## src/rtl/chunk_serial_adder.sv

```systemverilog
// rtl/chunk_serial_adder.sv - multi-cycle WIDTH-bit adder, CHUNK bits per clock, valid/ready on both sides
// Optional subtract mode is enabled by defining CSA_SUB_EN.
module chunk_serial_adder #(
   parameter int WIDTH = 32,
   parameter int CHUNK = 8
) (
   input  logic             clk,
   input  logic             rst,
   input  logic             in_valid,
   output logic             in_ready,
   input  logic [WIDTH-1:0] r1,
   input  logic [WIDTH-1:0] r2,
   input  logic             ci,
   input  logic             sub,
   output logic             out_valid,
   input  logic             out_ready,
   output logic [WIDTH-1:0] resul,
   output logic             carry,
   output logic             ovf
);

   localparam int NCHUNK = WIDTH / CHUNK;
   localparam int IDX_W  = (NCHUNK > 1) ? $clog2(NCHUNK) : 1;
   localparam logic [IDX_W-1:0] LAST_IDX = IDX_W'(NCHUNK - 1);

   localparam logic [1:0] S_IDLE = 2'd0;
   localparam logic [1:0] S_RUN  = 2'd1;
   localparam logic [1:0] S_DONE = 2'd2;

   if ((WIDTH % CHUNK) != 0) begin : g_bad_cfg
      $error("chunk_serial_adder: WIDTH must be a multiple of CHUNK");
   end

   logic [1:0]       state_q, state_d;
   logic [WIDTH-1:0] a_q, a_d;
   logic [WIDTH-1:0] b_q, b_d;
   logic             cy_q, cy_d;
   logic [IDX_W-1:0] idx_q, idx_d;
   logic [WIDTH-1:0] resul_q, resul_d;
   logic             carry_q, carry_d;
   logic             ovf_q, ovf_d;

   logic [WIDTH-1:0] b_in;
   logic             cy_in;

`ifdef CSA_SUB_EN
   // Subtraction is A + ~B + 1; ci is ignored when subtracting.
   assign b_in  = sub ? ~r2 : r2;
   assign cy_in = sub ? 1'b1 : ci;
`else
   logic unused_sub;
   assign unused_sub = sub;
   assign b_in       = r2;
   assign cy_in      = ci;
`endif

   logic [CHUNK-1:0] a_chunk;
   logic [CHUNK-1:0] b_chunk;
   logic [CHUNK:0]   chunk_sum;
   logic             msb_cin;

   always_comb begin
      state_d = state_q;
      a_d     = a_q;
      b_d     = b_q;
      cy_d    = cy_q;
      idx_d   = idx_q;
      resul_d = resul_q;
      carry_d = carry_q;
      ovf_d   = ovf_q;

      a_chunk   = a_q[idx_q*CHUNK +: CHUNK];
      b_chunk   = b_q[idx_q*CHUNK +: CHUNK];
      chunk_sum = {1'b0, a_chunk} + {1'b0, b_chunk} + {{CHUNK{1'b0}}, cy_q};
      // Carry into the MSB recovered from the sum bit, only meaningful on the last chunk.
      msb_cin   = a_chunk[CHUNK-1] ^ b_chunk[CHUNK-1] ^ chunk_sum[CHUNK-1];

      case (state_q)
         S_IDLE: begin
            if (in_valid) begin
               a_d     = r1;
               b_d     = b_in;
               cy_d    = cy_in;
               idx_d   = '0;
               state_d = S_RUN;
            end
         end
         S_RUN: begin
            resul_d[idx_q*CHUNK +: CHUNK] = chunk_sum[CHUNK-1:0];
            cy_d = chunk_sum[CHUNK];
            if (idx_q == LAST_IDX) begin
               carry_d = chunk_sum[CHUNK];
               ovf_d   = msb_cin ^ chunk_sum[CHUNK];
               state_d = S_DONE;
            end else begin
               idx_d = idx_q + 1'b1;
            end
         end
         S_DONE: begin
            if (out_ready) begin
               state_d = S_IDLE;
            end
         end
         default: state_d = S_IDLE;
      endcase
   end

   always_ff @(posedge clk) begin
      if (rst) begin
         state_q <= S_IDLE;
         a_q     <= '0;
         b_q     <= '0;
         cy_q    <= 1'b0;
         idx_q   <= '0;
         resul_q <= '0;
         carry_q <= 1'b0;
         ovf_q   <= 1'b0;
      end else begin
         state_q <= state_d;
         a_q     <= a_d;
         b_q     <= b_d;
         cy_q    <= cy_d;
         idx_q   <= idx_d;
         resul_q <= resul_d;
         carry_q <= carry_d;
         ovf_q   <= ovf_d;
      end
   end

   assign in_ready  = (state_q == S_IDLE);
   assign out_valid = (state_q == S_DONE);
   assign resul     = resul_q;
   assign carry     = carry_q;
   assign ovf       = ovf_q;

endmodule

```

## config.mk

```make
export PLATFORM = sky130hd
export DESIGN_NAME = chunk_serial_adder
export DESIGN_NICKNAME = d
export VERILOG_FILES = /design/src/rtl/chunk_serial_adder.sv
export SDC_FILE = /design/constraint.sdc
export NUM_CORES = 1
export LEC_CHECK = 0
export CORE_MARGIN = 5
export CORE_UTILIZATION = 50
export DETAILED_ROUTE_END_ITERATION = 6
export GPL_TIMING_DRIVEN = 0
export PLACE_DENSITY_LB_ADDON = 0.1
export SLEW_MARGIN = 25
export SYNTH_ARGS = -nofsm -noshare
export SYNTH_HDL_FRONTEND = slang
export SYNTH_SLANG_ARGS = --single-unit
```

## constraint.sdc

```tcl
create_clock -name clk -period 8.8 [get_ports clk]
set_input_delay 1.32 -clock clk [delete_from_list [all_inputs] [get_ports clk]]
set_output_delay 1.32 -clock clk [all_outputs]
set_load 0.03 [all_outputs]
```

==> results.json, run 1 <==
{
  "run_status": "finished clean",
  "critical_path_peak_fanout": 10,
  "rrSetupSlack_ns": 4.83,
  "clock_tree_from_tritoncts": "built",
  "worst_clock_skew_ns": 0.00817,
  "number_of_max_capacitance_violations_reported": 0,
  "synth.net_count": 579,
  "worst_setup_path_endpoint": "resul[14]$_SDFFE_PP0P_",
  "dieArea_mm2": 0.0107,
  "seq_area_frac_synth": 0.471,
  "post-synth-top-count-cell": "sky130_fd_sc_hd__nand2_1",
  "syn-instance-count": 494,
  "achievable-frequency_mhz": 252,
  "clock_path_buffers": 2,
  "ys_seq_elements": 103,
  "crit_required_ns": 9.10,
  "drt-wirelength-per-cell_um": 16.0,
  "chipHeight_um": 104,
  "clock_insertion_delay_worst_skew_ns": 0.37,
  "clock_tree.root_cell": "sky130_fd_sc_hd__clkbuf_8",
  "p_r_area_growth_vs_syn_pct": 30.7,
  "sequence_of_cells_on_the_critical_path": "buf_2 > clkbuf_1 > mux4_2 > fa_1 > fa_1 > a211oi_2 > o21ai_0 > xor2_1 > a22oi_1 > nor2_1",
  "final_min_period_over_clock_period": 0.452,
  "holdCritPathClass": "reg -> reg",
  "worst_hold_slack_ns": 0.455,
  "place.detailed.hpwl_mm": 8.84,
  "port_buffers": 103,
  "worstPathArrival_ns": 4.28,
  "antenna_found_initial": 0,
  "global_route.usage.total": 0.214,
  "grt_pass1_wl_mm": 18.9,
  "floorplan.io_pins": 106,
  "power_density_mw_per_mm2": 166,
  "nNetsFinal": 693,
  "area.sequential_mm2": 0.00206,
  "post_synth_most_frequent_cells": "sky130_fd_sc_hd__nand2_1 (136), sky130_fd_sc_hd__dfxtp_1 (103), sky130_fd_sc_hd__a21oi_1 (75)",
  "final.setup.tns_ns": 0,
  "post_synthesis_area_per_instance_um2": 8.86,
  "final-setup-viol-count": 0,
  "async_reset_ff_frac": 0,
  "route.detailed.vias_per_inst": 5.38,
  "crit_path_max_incr_delay_ns": 0.57,
  "num_rows": 34,
  "core-area_mm2": 0.00864,
  "synthTopCellsByArea": "sky130_fd_sc_hd__dfxtp_1 (47%), sky130_fd_sc_hd__nand2_1 (12%), sky130_fd_sc_hd__a21oi_1 (8.6%)",
  "gr-total-overflow": 0,
  "dpl-instance-area_mm2": 0.00555,
  "detailroute.via_count": 3877,
  "worst_setup_path_start_kind": "register",
  "layout.core_utilization": 0.663,
  "ctsHoldBuffers": 0,
  "num_antenna_cells": 0,
  "multi_input_comb_area_mm2": 0.00216,
  "total_wire_length_after_detailed_routing_mm": 11.5,
  "starting_density_of_the_core": 0.507,
  "drtIter0Drc": 211,
  "path_depth_of_the_worst_reg2reg_path": 10,
  "drcViolationCount": 0,
  "antenna_violating_nets_post_route": 0,
  "setup.worst_path.start": "idx_q[1]$_SDFFE_PP0P_",
  "cts_num_sinks": 103,
  "post_synth_edffs": 0,
  "p_leak_nw": 2.11,
  "report.final.hold_viol_count": 0,
  "regToRegStartpoint": "idx_q[1]$_SDFFE_PP0P_",
  "endpoint_kind": "register",
  "gp_congestion": 0.891,
  "syn-cell-area_mm2": 0.00438,
  "grt_start_max_net_pins": 16,
  "worstReg2RegEnd": "resul[14]$_SDFFE_PP0P_",
  "finalWorstPathRequiredPeriod_ns": 3.97,
  "fillers": 746,
  "critPathSlowestCell": "sky130_fd_sc_hd__clkbuf_1",
  "vdd_ir_drop_max_uv": 83.3,
  "synth_top_cell_by_area": "sky130_fd_sc_hd__dfxtp_1",
  "drt-pass1-iter-count": 5,
  "power.total_w": 0.000949,
  "clk_pin_slew_ns": 0.09,
  "post-synth-top-area-fraction": 0.471,
  "cts.repair_timing.setup_buffer_count": 0,
  "yosysWarningCount": 0,
  "critical-path-top-cell-by-count": "sky130_fd_sc_hd__fa_1",
  "setup.worst_path.class": "reg -> reg",
  "cts-resized-gates": 0,
  "top_reg_cell_synth": "sky130_fd_sc_hd__dfxtp_1",
  "die_width_um": 104,
  "ctsHtreeMaxLevel": 3,
  "first_global_vias": 3905,
  "number_of_buffers_inserted_during_clock_tree_synthesis": 9,
  "layout-drive-gt1-share": 0.0719,
  "ys_types": 37,
  "grt_setup_unrepaired": "false",
  "measured_slew_at_the_worst_slew_check_pin_ns": 0.737,
  "finalMaxSlewViolations": 0,
  "slew_headroom": 0.509,
  "fin_area_mm2": 0.00573
}
-- placed cells by master, fill, tap and decap left out, types with 2 or more instances in the layout --
cell type                         netlist  layout
sky130_fd_sc_hd__nand3_1                2       2
sky130_fd_sc_hd__nand2_1              136     136
sky130_fd_sc_hd__xor2_1                 5       5
sky130_fd_sc_hd__nor2_1                33      33
sky130_fd_sc_hd__clkdlybuf4s50_1        0     103
sky130_fd_sc_hd__nor2b_1                2       2
sky130_fd_sc_hd__nand2b_1               2       2
sky130_fd_sc_hd__a22oi_1               25      25
sky130_fd_sc_hd__a21oi_1               75      75
sky130_fd_sc_hd__clkbuf_1              20      23
sky130_fd_sc_hd__a311oi_1               2       2
sky130_fd_sc_hd__o211ai_1               2       2
sky130_fd_sc_hd__buf_1                  2       2
sky130_fd_sc_hd__a211oi_1               2       2
sky130_fd_sc_hd__nand4_1                3       3
sky130_fd_sc_hd__clkbuf_8               0       9
sky130_fd_sc_hd__dfxtp_1              103     103
sky130_fd_sc_hd__fa_1                   2       2
sky130_fd_sc_hd__o31ai_1                6       6
sky130_fd_sc_hd__nor3_2                 2       2
sky130_fd_sc_hd__and2_1                 2       2
sky130_fd_sc_hd__nand3b_1               8       8
sky130_fd_sc_hd__o21ai_0                3       3
sky130_fd_sc_hd__inv_1                  6       6
sky130_fd_sc_hd__ha_1                  13      13
sky130_fd_sc_hd__clkinvlp_4             0       2
sky130_fd_sc_hd__buf_2                  9       9
sky130_fd_sc_hd__xnor2_1                2       2
sky130_fd_sc_hd__mux4_2                16      16
-- power breakdown --
group          internal [W]  switching (W)  total (W)
sequential         0.000487      0.0000107   0.000498
clock              0.000131       0.000158   0.000289
combinational     0.0000717      0.0000909   0.000163
-- logic make-up (layout without fill, tap and decap cells) --
group | Yosys count | count (layout) | share of synthesized area
flops | 103 | 103 | 0.471
compound gates | 121 | 121 | 0.165
xor+xnor | 7 | 7 | 0.0140
fa+ha+maj | 15 | 15 | 0.0463
mux | 16 | 16 | 0.0823
buf+inv | 38 | 156 | 0.0360
simple gates | 194 | 194 | 0.186
-- how the worst min path moves through the flow --
stage,end,from,depth (start not counted)
after detailed placement,b_q[16]$_SDFFE_PP0P_,b_q[16]$_SDFFE_PP0P_,2
after global routing,a_q[9]$_SDFFE_PP0P_,a_q[9]$_SDFFE_PP0P_,2
after floorplan,a_q[16]$_SDFFE_PP0P_,a_q[16]$_SDFFE_PP0P_,2
after global placement,b_q[16]$_SDFFE_PP0P_,b_q[16]$_SDFFE_PP0P_,2
after CTS,b_q[16]$_SDFFE_PP0P_,b_q[16]$_SDFFE_PP0P_,2
final,b_q[16]$_SDFFE_PP0P_,b_q[16]$_SDFFE_PP0P_,2
-- critical path: cells and delay by family (launching register included) --
family | cells | cell delay [ns]
multiplexers | 1 | 0.44
flip-flops | 1 | 0.40
adder cells (fa/ha/maj) | 2 | 0.91
AO/OA/AOI/OAI | 3 | 0.58
XOR/XNOR | 1 | 0.55
AND/OR/NAND/NOR | 1 | 0.12
buffers and inverters | 2 | 0.89
-- layer usage --
layer | wire (µm) | global-route usage | share of wire | vias to the layer above
li1 | - | - | - | 1934
met1 | 4940 | 0.272 | 0.43 | 1802
met2 | 5650 | 0.350 | 0.49 | 118
met3 | 675 | 0.0522 | 0.059 | 23
met4 | 257 | 0.0853 | 0.022 | 0
met5 | 0 | 0 | 0 | -
-- area by class of cell --
cell class,count,share of cell area
repair buffers,103,0.180
clock inverters,3,0.00787
flip-flops and latches,103,0.360
plain buffers,32,0.0236
well taps,108,0.0236
clock buffers,12,0.0236
inverters,6,0.00393
multi-input cells,353,0.377
-- per-stage QoR --
| stage | setup WS, ns | instances |
|---|---|---|
| floorplan | 5.72 | 494 |
| global placement | 4.95 | 705 |
| detailed placement | 4.88 | 705 |
| CTS | 4.86 | 720 |
| global route | 4.65 | 720 |
| finish | 4.83 | 720 |
-- state kept, by name, indices dropped and copies added, names as in the netlist --
register / flops
carry: 1
cy_q: 1
a_q: 32
b_q: 32
ovf: 1
state_q: 2
idx_q: 2
resul: 32
(Power assumes the default switching activity.)
==> run 2: changes to the inputs <==
--- a/config.mk
+++ b/config.mk
@@ -6,7 +6,7 @@
 export NUM_CORES = 1
 export LEC_CHECK = 0
 export CORE_MARGIN = 5
-export CORE_UTILIZATION = 50
+export CORE_UTILIZATION = 49
 export DETAILED_ROUTE_END_ITERATION = 6
 export GPL_TIMING_DRIVEN = 0
 export PLACE_DENSITY_LB_ADDON = 0.1
==> constraint.sdc (replaced) <==
create_clock -name clk -period 3.9 [get_ports clk]
set_input_delay 0.585 -clock clk [delete_from_list [all_inputs] [get_ports clk]]
set_output_delay 0.585 -clock clk [all_outputs]
set_load 0.03 [all_outputs]
==> run 2 against run 1 <==
Critical path depth decreased by 1. Die area increased by 1.8%. Fmax increased by 9.9%. Wire length increased by 0.58%. Worst setup slack got worse by 4.5 ns. Clock power increased by 120%. Via count increased by 0.49%. Critical endpoint is now resul[22]$_SDFFE_PP0P_. Largest cell class unchanged.
==> results.json, run 2 (same netlist as run 1, synthesis figures left out) <==
{
  "run_status": "finished clean",
  "p_leak_nw": 2.12,
  "stdcell_count": 720,
  "clock_path_buffers": 2,
  "finalWorstPathRequiredPeriod_ns": 3.62,
  "multi_input_comb_area_mm2": 0.00216,
  "global_route.usage.total": 0.208,
  "power_density_mw_per_mm2": 369,
  "power.combinational.fraction": 0.173,
  "ctsHtreeMaxLevel": 3,
  "port_buffers": 103,
  "starting_density_of_the_core": 0.502,
  "setup.worst_path.class": "reg -> reg",
  "p_r_area_growth_vs_syn_pct": 30.7,
  "num_antenna_cells": 0,
  "cts.repair_timing.setup_buffer_count": 0,
  "first_global_vias": 3851,
  "dieArea_mm2": 0.0109,
  "drcViolationCount": 0,
  "detailroute.via_count": 3896,
  "number_of_max_capacitance_violations_reported": 0,
  "final.setup.tns_ns": 0,
  "net-switching-power_w": 0.000596,
  "antenna_violating_nets_post_route": 0,
  "place.detailed.hpwl_mm": 8.96,
  "total_wire_length_after_detailed_routing_mm": 11.6,
  "drt-wirelength-per-cell_um": 16.1,
  "ctsHoldBuffers": 0,
  "crit_required_ns": 4.20,
  "clk_pin_slew_ns": 0.10,
  "dpl.cell_count": 705,
  "worst_setup_path_start_kind": "register",
  "fillers": 781,
  "endpoint_kind": "register",
  "area.sequential_mm2": 0.00206,
  "drt-pass1-iter-count": 4,
  "final_min_period_over_clock_period": 0.927,
  "switching_share": 0.282,
  "final-setup-viol-count": 0,
  "critical_path_peak_fanout": 10,
  "vdd_ir_drop_max_uv": 213,
  "grt_pass1_wl_mm": 18.6,
  "holdCritPathClass": "reg -> reg",
  "gr-total-overflow": 0,
  "drtIter0Drc": 155,
  "power.clock.fraction": 0.295,
  "num_rows": 34,
  "route.detailed.vias_per_inst": 5.41,
  "nNetsFinal": 692,
  "die_width_um": 105,
  "report.final.hold_viol_count": 0,
  "cts_num_sinks": 103,
  "gp_congestion": 0.856,
  "antenna_found_initial": 0,
  "seqPwrFrac": 0.532,
  "measured_slew_at_the_worst_slew_check_pin_ns": 0.682,
  "core-area_mm2": 0.00872,
  "achievable-frequency_mhz": 277,
  "clock_tree_from_tritoncts": "built",
  "grt_start_max_net_pins": 19,
  "finalMaxSlewViolations": 0,
  "clock_tree.root_cell": "sky130_fd_sc_hd__clkbuf_8",
  "layout-drive-gt1-share": 0.0768,
  "clock_insertion_delay_worst_skew_ns": 0.36,
  "layout.cells.most_common": "sky130_fd_sc_hd__nand2_1",
  "worstPathArrival_ns": 3.92,
  "worst_hold_slack_ns": 0.457,
  "internal_power_w": 0.00152,
  "grt_setup_unrepaired": "false",
  "slew_headroom": 0.545,
  "floorplan.io_pins": 106,
  "worst_clock_skew_ns": 0.0105,
  "number_of_buffers_inserted_during_clock_tree_synthesis": 9,
  "cts-resized-gates": 0,
  "final_cell_mix": "sky130_fd_sc_hd__nand2_1 (136), sky130_fd_sc_hd__dfxtp_1 (103), sky130_fd_sc_hd__clkdlybuf4s50_1 (103)",
  "chipHeight_um": 105
}
## run 2: layout make-up
type,count,area share
buffer,31,0.0230
clock buffer,11,0.0247
clock inverter,5,0.00700
inverter,6,0.00394
multi-input combinational,353,0.377
sequential,103,0.360
tap,108,0.0236
timing repair buffer,103,0.180
## run 2: stage by stage
stage	power (W)	setup WS [ns]	cell area, µm²	utilization
2_1_floorplan	0.00135	0.818	4380	-
3_3_place_gp	0.00150	0.0824	5550	0.636
3_5_place_dp	0.00151	-0.0266	5550	0.636
4_1_cts	0.00212	0.292	5720	0.656
5_1_grt	0.00221	0.147	5720	0.656
6_report	0.00211	0.284	5720	0.656
## run 2: layer usage
metal / part of all wire / up-vias / GRT usage
met5: 0 / - / 0
met4: 0.017 / 0 / 0.0685
met3: 0.049 / 14 / 0.0395
met2: 0.50 / 106 / 0.350
met1: 0.43 / 1847 / 0.270
li1: - / 1929 / -
## run 2: worst paths after layout
| check | from | cells past startpoint | to | slack (ns) |
|---|---|---|---|---|
| worst max-delay path | idx_q[0]$_SDFFE_PP0P_ | 9 | resul[22]$_SDFFE_PP0P_ | 0.28 |
| worst min-delay path | a_q[1]$_SDFFE_PP0P_ | 2 | a_q[1]$_SDFFE_PP0P_ | 0.46 |
| worst max register to register | idx_q[0]$_SDFFE_PP0P_ | 9 | resul[22]$_SDFFE_PP0P_ | 0.28 |
| worst min register to register | a_q[1]$_SDFFE_PP0P_ | 2 | a_q[1]$_SDFFE_PP0P_ | 0.46 |
## run 2: critical path, cell delays in order (launching register included)
cell	delay (ns)
sky130_fd_sc_hd__dfxtp_1	0.46
sky130_fd_sc_hd__buf_2	0.39
sky130_fd_sc_hd__mux4_2	0.61
sky130_fd_sc_hd__fa_1	0.45
sky130_fd_sc_hd__fa_1	0.44
sky130_fd_sc_hd__a211oi_2	0.23
sky130_fd_sc_hd__o21ai_0	0.14
sky130_fd_sc_hd__xor2_1	0.54
sky130_fd_sc_hd__a22oi_1	0.18
sky130_fd_sc_hd__nor2_1	0.12
## run 2: power by group through the flow
stage                     combinational [W]  sequential [W]  clock (W)
after floorplan                    0.000205         0.00115          0
after global placement             0.000358         0.00115          0
after detailed placement           0.000366         0.00115          0
after CTS                          0.000367         0.00112   0.000633
after global routing               0.000398         0.00113   0.000680
final                              0.000366         0.00112   0.000623
